--- src/rtl/xalu_ise_issue.sv ---
// Core-side issuer for the custom-opcode ISE datapath: decodes one custom-0..3
// R-type instruction, holds the request on the ISE port and returns the result.
module xalu_ise_issue #(
  parameter int         TIMEOUT   = 8,
  parameter logic [3:0] CUSTOM_EN = 4'b1111
) (
  input  logic        ise_clk,
  input  logic        ise_rst,
  input  logic        req_valid,
  output logic        req_ready,
  input  logic [31:0] req_instr,
  input  logic [31:0] req_rs1,
  input  logic [31:0] req_rs2,
  output logic        rsp_valid,
  input  logic        rsp_ready,
  output logic [4:0]  rsp_rd,
  output logic [31:0] rsp_data,
  output logic        rsp_illegal,
  output logic        busy,
  output logic [5:0]  ise_fn,
  output logic [6:0]  ise_imm,
  output logic [31:0] ise_in1,
  output logic [31:0] ise_in2,
  output logic        ise_val,
  input  logic        ise_oval,
  input  logic [31:0] ise_out
);

  localparam logic [7:0] CNT_LAST = 8'(TIMEOUT - 1);

  typedef enum logic [1:0] {
    IDLE  = 2'd0,
    ISSUE = 2'd1,
    RESP  = 2'd2
  } state_t;

  state_t      state, state_nx;
  logic [7:0]  cnt, cnt_nx;
  logic [4:0]  rd_q, rd_nx;
  logic [5:0]  fn_q, fn_nx;
  logic [6:0]  imm_q, imm_nx;
  logic [31:0] in1_q, in1_nx;
  logic [31:0] in2_q, in2_nx;
  logic [31:0] data_q, data_nx;
  logic        ill_q, ill_nx;
  logic        dec_custom;
  logic [1:0]  dec_sel;
  logic        unused_fields;

  // Returns {custom, sel}; an opcode whose enable bit is clear decodes as non-custom.
  function automatic logic [2:0] decode_op(input logic [6:0] op);
    logic [2:0] d;
    d = 3'b000;
    case (op)
      7'b0001011: d = {CUSTOM_EN[0], 2'd0};
      7'b0101011: d = {CUSTOM_EN[1], 2'd1};
      7'b1011011: d = {CUSTOM_EN[2], 2'd2};
      7'b1111011: d = {CUSTOM_EN[3], 2'd3};
      default:    d = 3'b000;
    endcase
    return d;
  endfunction

  assign {dec_custom, dec_sel} = decode_op(req_instr[6:0]);

  // rs1/rs2 register-index fields are not needed: operand values arrive separately.
  assign unused_fields = ^req_instr[24:15];

  always_ff @(posedge ise_clk or negedge ise_rst) begin
    if (!ise_rst) begin
      state <= IDLE;
    end else begin
      state <= state_nx;
    end
  end

  // Data registers are reset too so that every output reads 0 while in reset.
  always_ff @(posedge ise_clk or negedge ise_rst) begin
    if (!ise_rst) begin
      cnt    <= '0;
      rd_q   <= '0;
      fn_q   <= '0;
      imm_q  <= '0;
      in1_q  <= '0;
      in2_q  <= '0;
      data_q <= '0;
      ill_q  <= 1'b0;
    end else begin
      cnt    <= cnt_nx;
      rd_q   <= rd_nx;
      fn_q   <= fn_nx;
      imm_q  <= imm_nx;
      in1_q  <= in1_nx;
      in2_q  <= in2_nx;
      data_q <= data_nx;
      ill_q  <= ill_nx;
    end
  end

  always_comb begin
    state_nx = state;
    cnt_nx   = cnt;
    rd_nx    = rd_q;
    fn_nx    = fn_q;
    imm_nx   = imm_q;
    in1_nx   = in1_q;
    in2_nx   = in2_q;
    data_nx  = data_q;
    ill_nx   = ill_q;
    case (state)
      IDLE: begin
        if (req_valid) begin
          rd_nx  = req_instr[11:7];
          fn_nx  = {1'b0, req_instr[14:12], dec_sel};
          imm_nx = req_instr[31:25];
          in1_nx = req_rs1;
          in2_nx = req_rs2;
          cnt_nx = '0;
          if (dec_custom) begin
            state_nx = ISSUE;
          end else begin
            data_nx  = '0;
            ill_nx   = 1'b1;
            state_nx = RESP;
          end
        end
      end
      ISSUE: begin
        // A result in the final timeout cycle still wins over the timeout.
        if (ise_oval) begin
          data_nx  = (rd_q == 5'd0) ? 32'd0 : ise_out;
          ill_nx   = 1'b0;
          state_nx = RESP;
        end else if (cnt == CNT_LAST) begin
          data_nx  = '0;
          ill_nx   = 1'b1;
          state_nx = RESP;
        end else begin
          cnt_nx = cnt + 8'd1;
        end
      end
      RESP: begin
        if (rsp_ready) begin
          state_nx = IDLE;
        end
      end
      default: state_nx = IDLE;
    endcase
  end

  // req_ready is gated by reset so it reads 0 while reset is held.
  assign req_ready   = ise_rst & (state == IDLE);
  assign ise_val     = (state == ISSUE);
  assign rsp_valid   = (state == RESP);
  assign busy        = (state != IDLE);
  assign ise_fn      = fn_q;
  assign ise_imm     = imm_q;
  assign ise_in1     = in1_q;
  assign ise_in2     = in2_q;
  assign rsp_rd      = rd_q;
  assign rsp_data    = data_q;
  assign rsp_illegal = ill_q;

endmodule

--- config.mk ---
export PLATFORM = sky130hd
export DESIGN_NAME = xalu_ise_issue
export DESIGN_NICKNAME = d
export VERILOG_FILES = /design/src/rtl/xalu_ise_issue.sv
export SDC_FILE = /design/constraint.sdc
export NUM_CORES = 1
export LEC_CHECK = 0
export ABC_AREA = 0
export CAP_MARGIN = 25
export CORE_ASPECT_RATIO = 1.75
export CORE_MARGIN = 2
export CORE_UTILIZATION = 35
export DETAILED_ROUTE_END_ITERATION = 6
export HOLD_SLACK_MARGIN = 0.1
export PLACE_DENSITY = 0.75
export SLEW_MARGIN = 20
export SYNTH_ARGS = -nofsm -noshare
export SYNTH_HDL_FRONTEND = slang
export SYNTH_SLANG_ARGS = --single-unit
--- constraint.sdc ---
create_clock -name ise_clk -period 1.8 [get_ports ise_clk]
set_clock_uncertainty 0.15 [all_clocks]
set_input_delay 0.36 -clock ise_clk [delete_from_list [all_inputs] [get_ports ise_clk]]
set_output_delay 0.36 -clock ise_clk [all_outputs]
set_load 0.02 [all_outputs]
[Word level (Yosys, flattened, before mapping)]
Index checks and enable logic that the tools add are counted.
Cells by class
  reductions and logical operators: 8
  add/subtract/negate cells: 1
  multipliers: 0
  equality and inequality tests: 13
  divide/modulo/power cells: 0
  shift operators: 0
  muxes and demuxes: 22
  bitwise operators: 1
  order comparisons: 0
Operator list (number)
  2-to-1 mux 32 bit: 5
  one-hot mux 32 bit (2 select lines): 1
  2-to-1 mux 8 bit: 3
  one-hot mux 8 bit (2 select lines): 1
  == test 7 bit, second input constant: 2
  one-hot mux 3 bit (4 select lines): 1
  2-to-1 mux 2 bit: 5
  adder 8 x 1 -> 8 bit, second input constant: 1
  == test 8 x 3 -> 1 bit, second input constant: 1
  inequality test 2 bit, second input constant: 4
  AND reduction 4 bit: 2
  == test 7 x 4 -> 1 bit, second input constant: 1
  == test 7 x 6 -> 1 bit, second input constant: 1
  one-hot mux 2 bit (3 select lines): 1
  zero test 5 bit: 1
  2-to-1 mux 1 bit: 4
  nonzero test 2 bit: 2
  inequality test 3 x 1 -> 1 bit, second input constant: 1
  AND reduction 3 bit: 1
  == test 2 x 1 -> 1 bit, second input constant: 1
  == test 2 bit, second input constant: 1
  zero test 2 bit: 1
  inequality test 2 x 1 -> 1 bit, second input constant: 1
  one-hot mux 1 bit (2 select lines): 1
  other kinds (2): 2
Word-level totals
  memories kept: 0
  bits in latches: 0
  bits in writable memories: 0
  output and inout bits: 119
  memory bits (read-only): 0
  bits in registers: 124
  input port bits: 133

[Depth between registers and ports, before layout]
  word-level depth: 5
  depth in mapped cells: 7

[Worst setup path after synthesis]
OpenSTA, ideal clock, no wires.
  path type: register to register
  start: reg cnt[0]
  end: reg cnt[0]
  path buffers: 0
  arrival: 1.503 ns
  setup time: 0.125 ns
  cell stages (with the launch flop): 6
  clock period less this slack: 1.778 ns
  data required time: 1.525 ns
  slack: 0.022 ns
  cell sequence: dfrtp_1 ha_1 nor4b_4 nor4b_4 or3_1 mux2_2
Between the ends
  word-level cells in the longest chain between the ends: 4
Ends and longest elaborated chain
  from (decl): line 38  | logic [7:0] cnt, cnt_nx;
  from (signal assigned): line 89  | cnt <= cnt_nx;
  adder 8 x 1 -> 8 bit: line 139  | cnt_nx = cnt + 8'd1;
  2-to-1 mux 8 bit: line 134  | end else if (cnt == CNT_LAST) begin
  2-to-1 mux 8 bit: line 130  | if (ise_oval) begin
  one-hot mux 8 bit (2 select lines): line 110  | case (state)
Several ways; a longest one is shown, not always the timed one. The select of a mux whose other input is x is not followed.
A chain may end at the register's enable or synchronous reset.

[Final worst setup path]
  start: reg cnt[1]
  end: reg cnt[7]
The elaborated chain is that of the path after synthesis.

==> impl_metrics.tcl <==
set metrics [dict create \
    status "finished with violations" \
    violations "negative setup slack" \
    internal_power_mw 6.797 \
    grt_pass1_wl_mm 24.50 \
    slew_viol_final 0 \
    ys_seq_area_frac 0.6304 \
    synth-edff-count 0 \
    antenna_found_initial 0 \
    fin_nets 899 \
    min_period_over_period 1.047 \
    fmax_mhz 530.6 \
    avgSynthCellArea_um2 10.05 \
    required_ns 1.98 \
    grt_pass1_vias 4908 \
    cts.sinks 124 \
    vias_per_cell 4.787 \
    fin_cells 955 \
    dp_hpwl_mm 11.11 \
    rr_startpoint "cnt[1]$_DFFE_PN0P_" \
    rsz0062_at_grt "true" \
    drtAntennaViolNets 0 \
    cts_buffers 17 \
    core_um2 13840 \
    ir_drop_mv 0.7233 \
    cp_cell_sequence "ha_2 > nor4b_4 > buf_4 > a211o_1 > a2111o_1 > a21oi_2" \
    wl_per_cell_um 16.18 \
    final_core_util 0.6083 \
    placed_cells 913 \
    total_power_mw 9.750 \
    pwr-share-comb 0.255 \
    drtIter0Drc 179 \
    drtPass1Iterations 4 \
    port-buffer-count 240 \
    fin_crit_ns 1.885 \
    grt_max_degree 125 \
    netlist_area_um2 4922 \
    fp.dieW_um 93.65 \
    max_cap_violations 0 \
    yosys_most_used_dff "dfrtp_1" \
    syn-num-nets 624 \
    min-delay-start "ise_in1[4]$_DFFE_PN0P_" \
    hold_violations 0 \
    cts_tree "yes" \
    clk_latency_ns 0.40 \
    fillerInstances 1171 \
    final_cell_mix "nand2_1 (248), dfrtp_1 (124), clkdlybuf4s50_1 (121)" \
    syn2layout_area_growth_pct 71.00 \
    ys_ff_latch 124 \
    pin_count 252 \
    wl_met3_mm 1.122 \
    grt_overflow 0 \
    crit_path_end_kind "flop" \
    synth_cell_types 44 \
    p_seq_frac 0.357 \
    final_common_cell "nand2_1" \
    setup_tns_ns -0.9314 \
    met2_length_mm 8.453 \
    clockPowerShare 0.388 \
    place.gp.congestion 0.8713 \
    antennaDiodeCount 0 \
    routed_wl_mm 15.46 \
    rows 57 \
    route.detailed.drc 0 \
    critPathArrivalTime_ns 2.06 \
    swShare 0.3028 \
    clk_path_buf_depth 2 \
    critical_path_class "reg -> reg" \
    slew_headroom 0.5572 \
    leakagePower_nw 4.383 \
    p_sw_mw 2.953 \
    initial_core_util 0.3558 \
    top_layer_used "met4" \
    max_slew.worst_pin.slew_ns 0.6641 \
    async_reset_ff_frac 1.000 \
    ys_warn_count 0 \
    setup_viol 30 \
    path_max_fanout 4 \
    root_buffer "clkbuf_16" \
    cts_max_level 4 \
    cp_slowest_stage_delay_ns 0.39 \
    min_path_type "reg -> reg" \
    power_density_nw_per_um2 1158 \
    hold-worst-slack_ns 0.3164 \
    die_h_um 160.9 \
    die-area_um2 15070 \
    setup_slack_ns -0.08482 \
    vias 4572 \
    critPathLaunch "cnt[1]$_DFFE_PN0P_" \
    worst_setup_path_start_kind "flop" \
    postSynthCellCount 490 \
    layout-drive-gt1-share 0.1234 \
    critPathSlowestCell "a2111o_1" \
    met1_length_mm 5.562 \
    grtUsageTotal 0.2078 \
    clk_pin_slew_ns 0.06 \
]
metal layers:
layer  vias to the layer above  global-route usage
met5                         -                   0
met4                         0             0.07642
met3                        22             0.06754
met2                       195              0.3800
met1                      2199              0.2175
li1                       2156                   -
worst paths after layout:
path / end / slack (ns) / cells after the start
setup reg to reg: cnt[7]$_DFFE_PN0P_ / -0.08 / 6
min in group asynchronous: rsp_data[22]$_DFFE_PN0P_ / 0.51 / 3
hold reg to reg: ise_in1[4]$_DFFE_PN0P_ / 0.32 / 2
hold / removal: ise_in1[4]$_DFFE_PN0P_ / 0.32 / 2
setup / recovery: cnt[7]$_DFFE_PN0P_ / -0.08 / 6
max in group asynchronous: ise_in2[9]$_DFFE_PN0P_ / 0.50 / 3
per-stage QoR:
| stage | setup WS, ns | instance area [um2] |
|---|---|---|
| final | -0.08482 | 8417 |
| after global placement | -0.2397 | 7759 |
| after CTS | -0.09530 | 8387 |
| after global routing | -0.1684 | 8417 |
| after floorplan | 0.02236 | 4922 |
| after detailed placement | -0.2557 | 7759 |
flip-flops by register name, indices dropped and copies added, names as in the netlist:
signal,count
cnt,8
ise_fn,5
ise_imm,7
ise_in1,32
ise_in2,32
rsp_data,32
rsp_illegal,1
rsp_rd,5
state,2
cells in the mapped netlist (2+ instances only):
master    instances  area, um2
a2111o_1          2      22.52
a211o_1           2      17.52
a21oi_1           5      25.02
a22o_1           33      289.0
and2_1            2      12.51
buf_1             4      15.01
buf_2            14      70.07
buf_6             3      33.78
clkbuf_1          4      15.01
dfrtp_1         124       3103
inv_1             3      11.26
mux2i_1           2      20.02
nand2_1         250      938.4
nand2b_1          3      18.77
nand3_1           3      15.01
nand4_1           2      12.51
nor4b_4           2      47.55
o21ai_1           3      15.01
o31ai_1           2      15.01
or3_1             2      12.51
or4_1             2      15.01
critical path, delay by kind of cell (launching register included):
kind,cells,cell delay (ns)
compound gates,3,0.82
fa+ha+maj,1,0.19
buf+inv,1,0.14
flops,1,0.38
simple gates,1,0.13
what timing repair did:
action / CTS / global route
endpoints found under the setup margin: 150 / 44
buffers inserted: 5 / 4
resized for setup: 140 / 12
cloned: 2 / 1
pin swaps: 28 / 18
hold endpoints to repair: 124 / 0
hold buffers: 1 / 0
area by class of cell:
cell class	count	area (um2)	share of cell area
clock inverter	13	214.0	0.02542
sequential	124	3103	0.3687
tap	177	221.5	0.02631
clock buffer	19	442.9	0.05262
multi-input combinational	336	1705	0.2026
timing repair buffer	282	2715	0.3226
inverter	4	15.01	0.001784
logic make-up after synthesis:
logic type | count (synthesis) | share of synthesized area
AO/OA/AOI/OAI | 57 | 0.09786
multiplexers | 3 | 0.006355
adder cells (fa/ha/maj) | 1 | 0.002542
AND/OR/NAND/NOR | 273 | 0.2285
XOR/XNOR | 1 | 0.001780
buffers and inverters | 30 | 0.03177
other | 1 | 0.0007619
flip-flops | 124 | 0.6304
power by group through the flow:
stage / clock, mW / sequential, mW / combinational, mW
after floorplan: 0 / 4.08 / 0.613
after global placement: 0 / 3.52 / 2.72
after detailed placement: 0 / 3.55 / 2.77
after CTS: 3.88 / 3.49 / 2.52
after global routing: 4.00 / 3.54 / 2.69
final: 3.78 / 3.48 / 2.49
Note: power is estimated with default switching activity, not from simulation.
==> variant (same flow settings) <==
Reset style: synchronous (`ise_rst`), changed in 2 clocked blocks.
--- a/src/rtl/xalu_ise_issue.sv
+++ b/src/rtl/xalu_ise_issue.sv
@@ -66,7 +66,7 @@
   // rs1/rs2 register-index fields are not needed: operand values arrive separately.
   assign unused_fields = ^req_instr[24:15];
 
-  always_ff @(posedge ise_clk or negedge ise_rst) begin
+  always_ff @(posedge ise_clk) begin
     if (!ise_rst) begin
       state <= IDLE;
     end else begin
@@ -75,7 +75,7 @@
   end
 
   // Data registers are reset too so that every output reads 0 while in reset.
-  always_ff @(posedge ise_clk or negedge ise_rst) begin
+  always_ff @(posedge ise_clk) begin
     if (!ise_rst) begin
       cnt    <= '0;
       rd_q   <= '0;
Function: differs if ise_rst is asserted again (counterexample within 4 cycles, from zero or initial values and one cycle with ise_rst low); with ise_rst held inactive, the same outputs for 4 cycles.
==> variant against the unedited design <==
The flow still finishes with violations (negative setup slack); routed wire length is 6.6% lower; cell count is 4.9% higher; final area is 7.2% lower; sequential cell count stayed put; worst setup slack worse by 0.038 ns; area after synthesis is 8.7% lower.
Power is not compared: it rests on default switching activity, and its combinational part moved more than twofold at a synthesized area within 25%.
==> variant: results <==
setup_path:
  reg2reg_depth: 7
  r2r_end: "cnt[0]$_SDFFE_PN0P_"
  slowest_stage: "or4_4"
  cpLargestDelayFamily: "simple AND/OR/NAND/NOR gates"
  reg2reg_from: "cnt[7]$_SDFFE_PN0P_"
  worstPathMaxFanout: 3
routing:
  wirelength_um: 14440
  vias: 4712
  drtIter0Drc: 194
logic_synthesis:
  synth_cell_types: 40
  synthArstFlopShare_pct: 0
  synth-seq-area-share_pct: 55.23
  synth_common_cells: "227 x nand2_1, 124 x dfxtp_1, 84 x a21oi_1"
timing:
  hold_slack_ns: 0.2957
  setup_viol: 36
  setup_ws_ns: -0.1228
  slew_headroom_pct: 55.52
run_status:
  violations: "negative setup slack"
  status: "finished with violations"
cts:
  cts_setup_buffers: 1
cells_and_area:
  n_fill_cell: 1060
  drive_gt1_share_pct: 10.79
hold_path:
  whs_endpoint: "rsp_data[10]$_SDFFE_PN0P_"
place:
  place_hpwl_um: 10620
  dp_slack_ns: -0.4466
global_routing:
  grt_pass1_wl_um: 22740
## variant: how the worst max path moves through the flow
stage,start,to,cells past startpoint
after global placement,ise_rst,req_ready,4
after detailed placement,ise_rst,req_ready,4
after floorplan,cnt[7]$_SDFFE_PN0P_,rsp_data[21]$_SDFFE_PN0P_,5
after CTS,cnt[7]$_SDFFE_PN0P_,rsp_data[22]$_SDFFE_PN0P_,5
final,cnt[7]$_SDFFE_PN0P_,cnt[0]$_SDFFE_PN0P_,7
after global routing,cnt[7]$_SDFFE_PN0P_,rsp_data[8]$_SDFFE_PN0P_,5
## variant: cell families after synthesis
group	synth area share (%)
DFF	55.23
other	0.08344
adders and majority gates	0.2784
and+or+nand+nor	23.47
AOI/OAI and AO/OA	15.76
xor gates and xnor gates	0.9746
buffers and inverters	4.204
## variant: final cells by class
cell class                      instances  area share, %
Inverter                                4         0.1921
Multi-Input combinational cell        399          24.27
Tap cell                              168          2.690
Timing Repair Buffer                  275          33.24
Sequential cell                       124          31.78
Clock buffer                           17          5.443
Clock inverter                         15          2.386
## variant: layer usage
| metal | GRT usage, % | part of all wire (%) | vias to the layer above |
|---|---|---|---|
| li1 | - | - | 2354 |
| met1 | 20.66 | 36 | 2151 |
| met2 | 38.06 | 54 | 178 |
| met3 | 6.334 | 6.5 | 29 |
| met4 | 10.52 | 2.9 | 0 |
| met5 | 0 | 0 | - |
## variant: per-stage QoR
step / total power [mW] / TNS, ns / cell area (um^2) / instances
floorplan: 3.408 / -0.3746 / 4494 / 565
global placement: 4.011 / -27.80 / 7253 / 968
detailed placement: 4.035 / -31.70 / 7253 / 968
CTS: 7.484 / -3.140 / 7765 / 1001
global route: 7.692 / -5.435 / 7815 / 1002
finish: 7.407 / -3.240 / 7815 / 1002
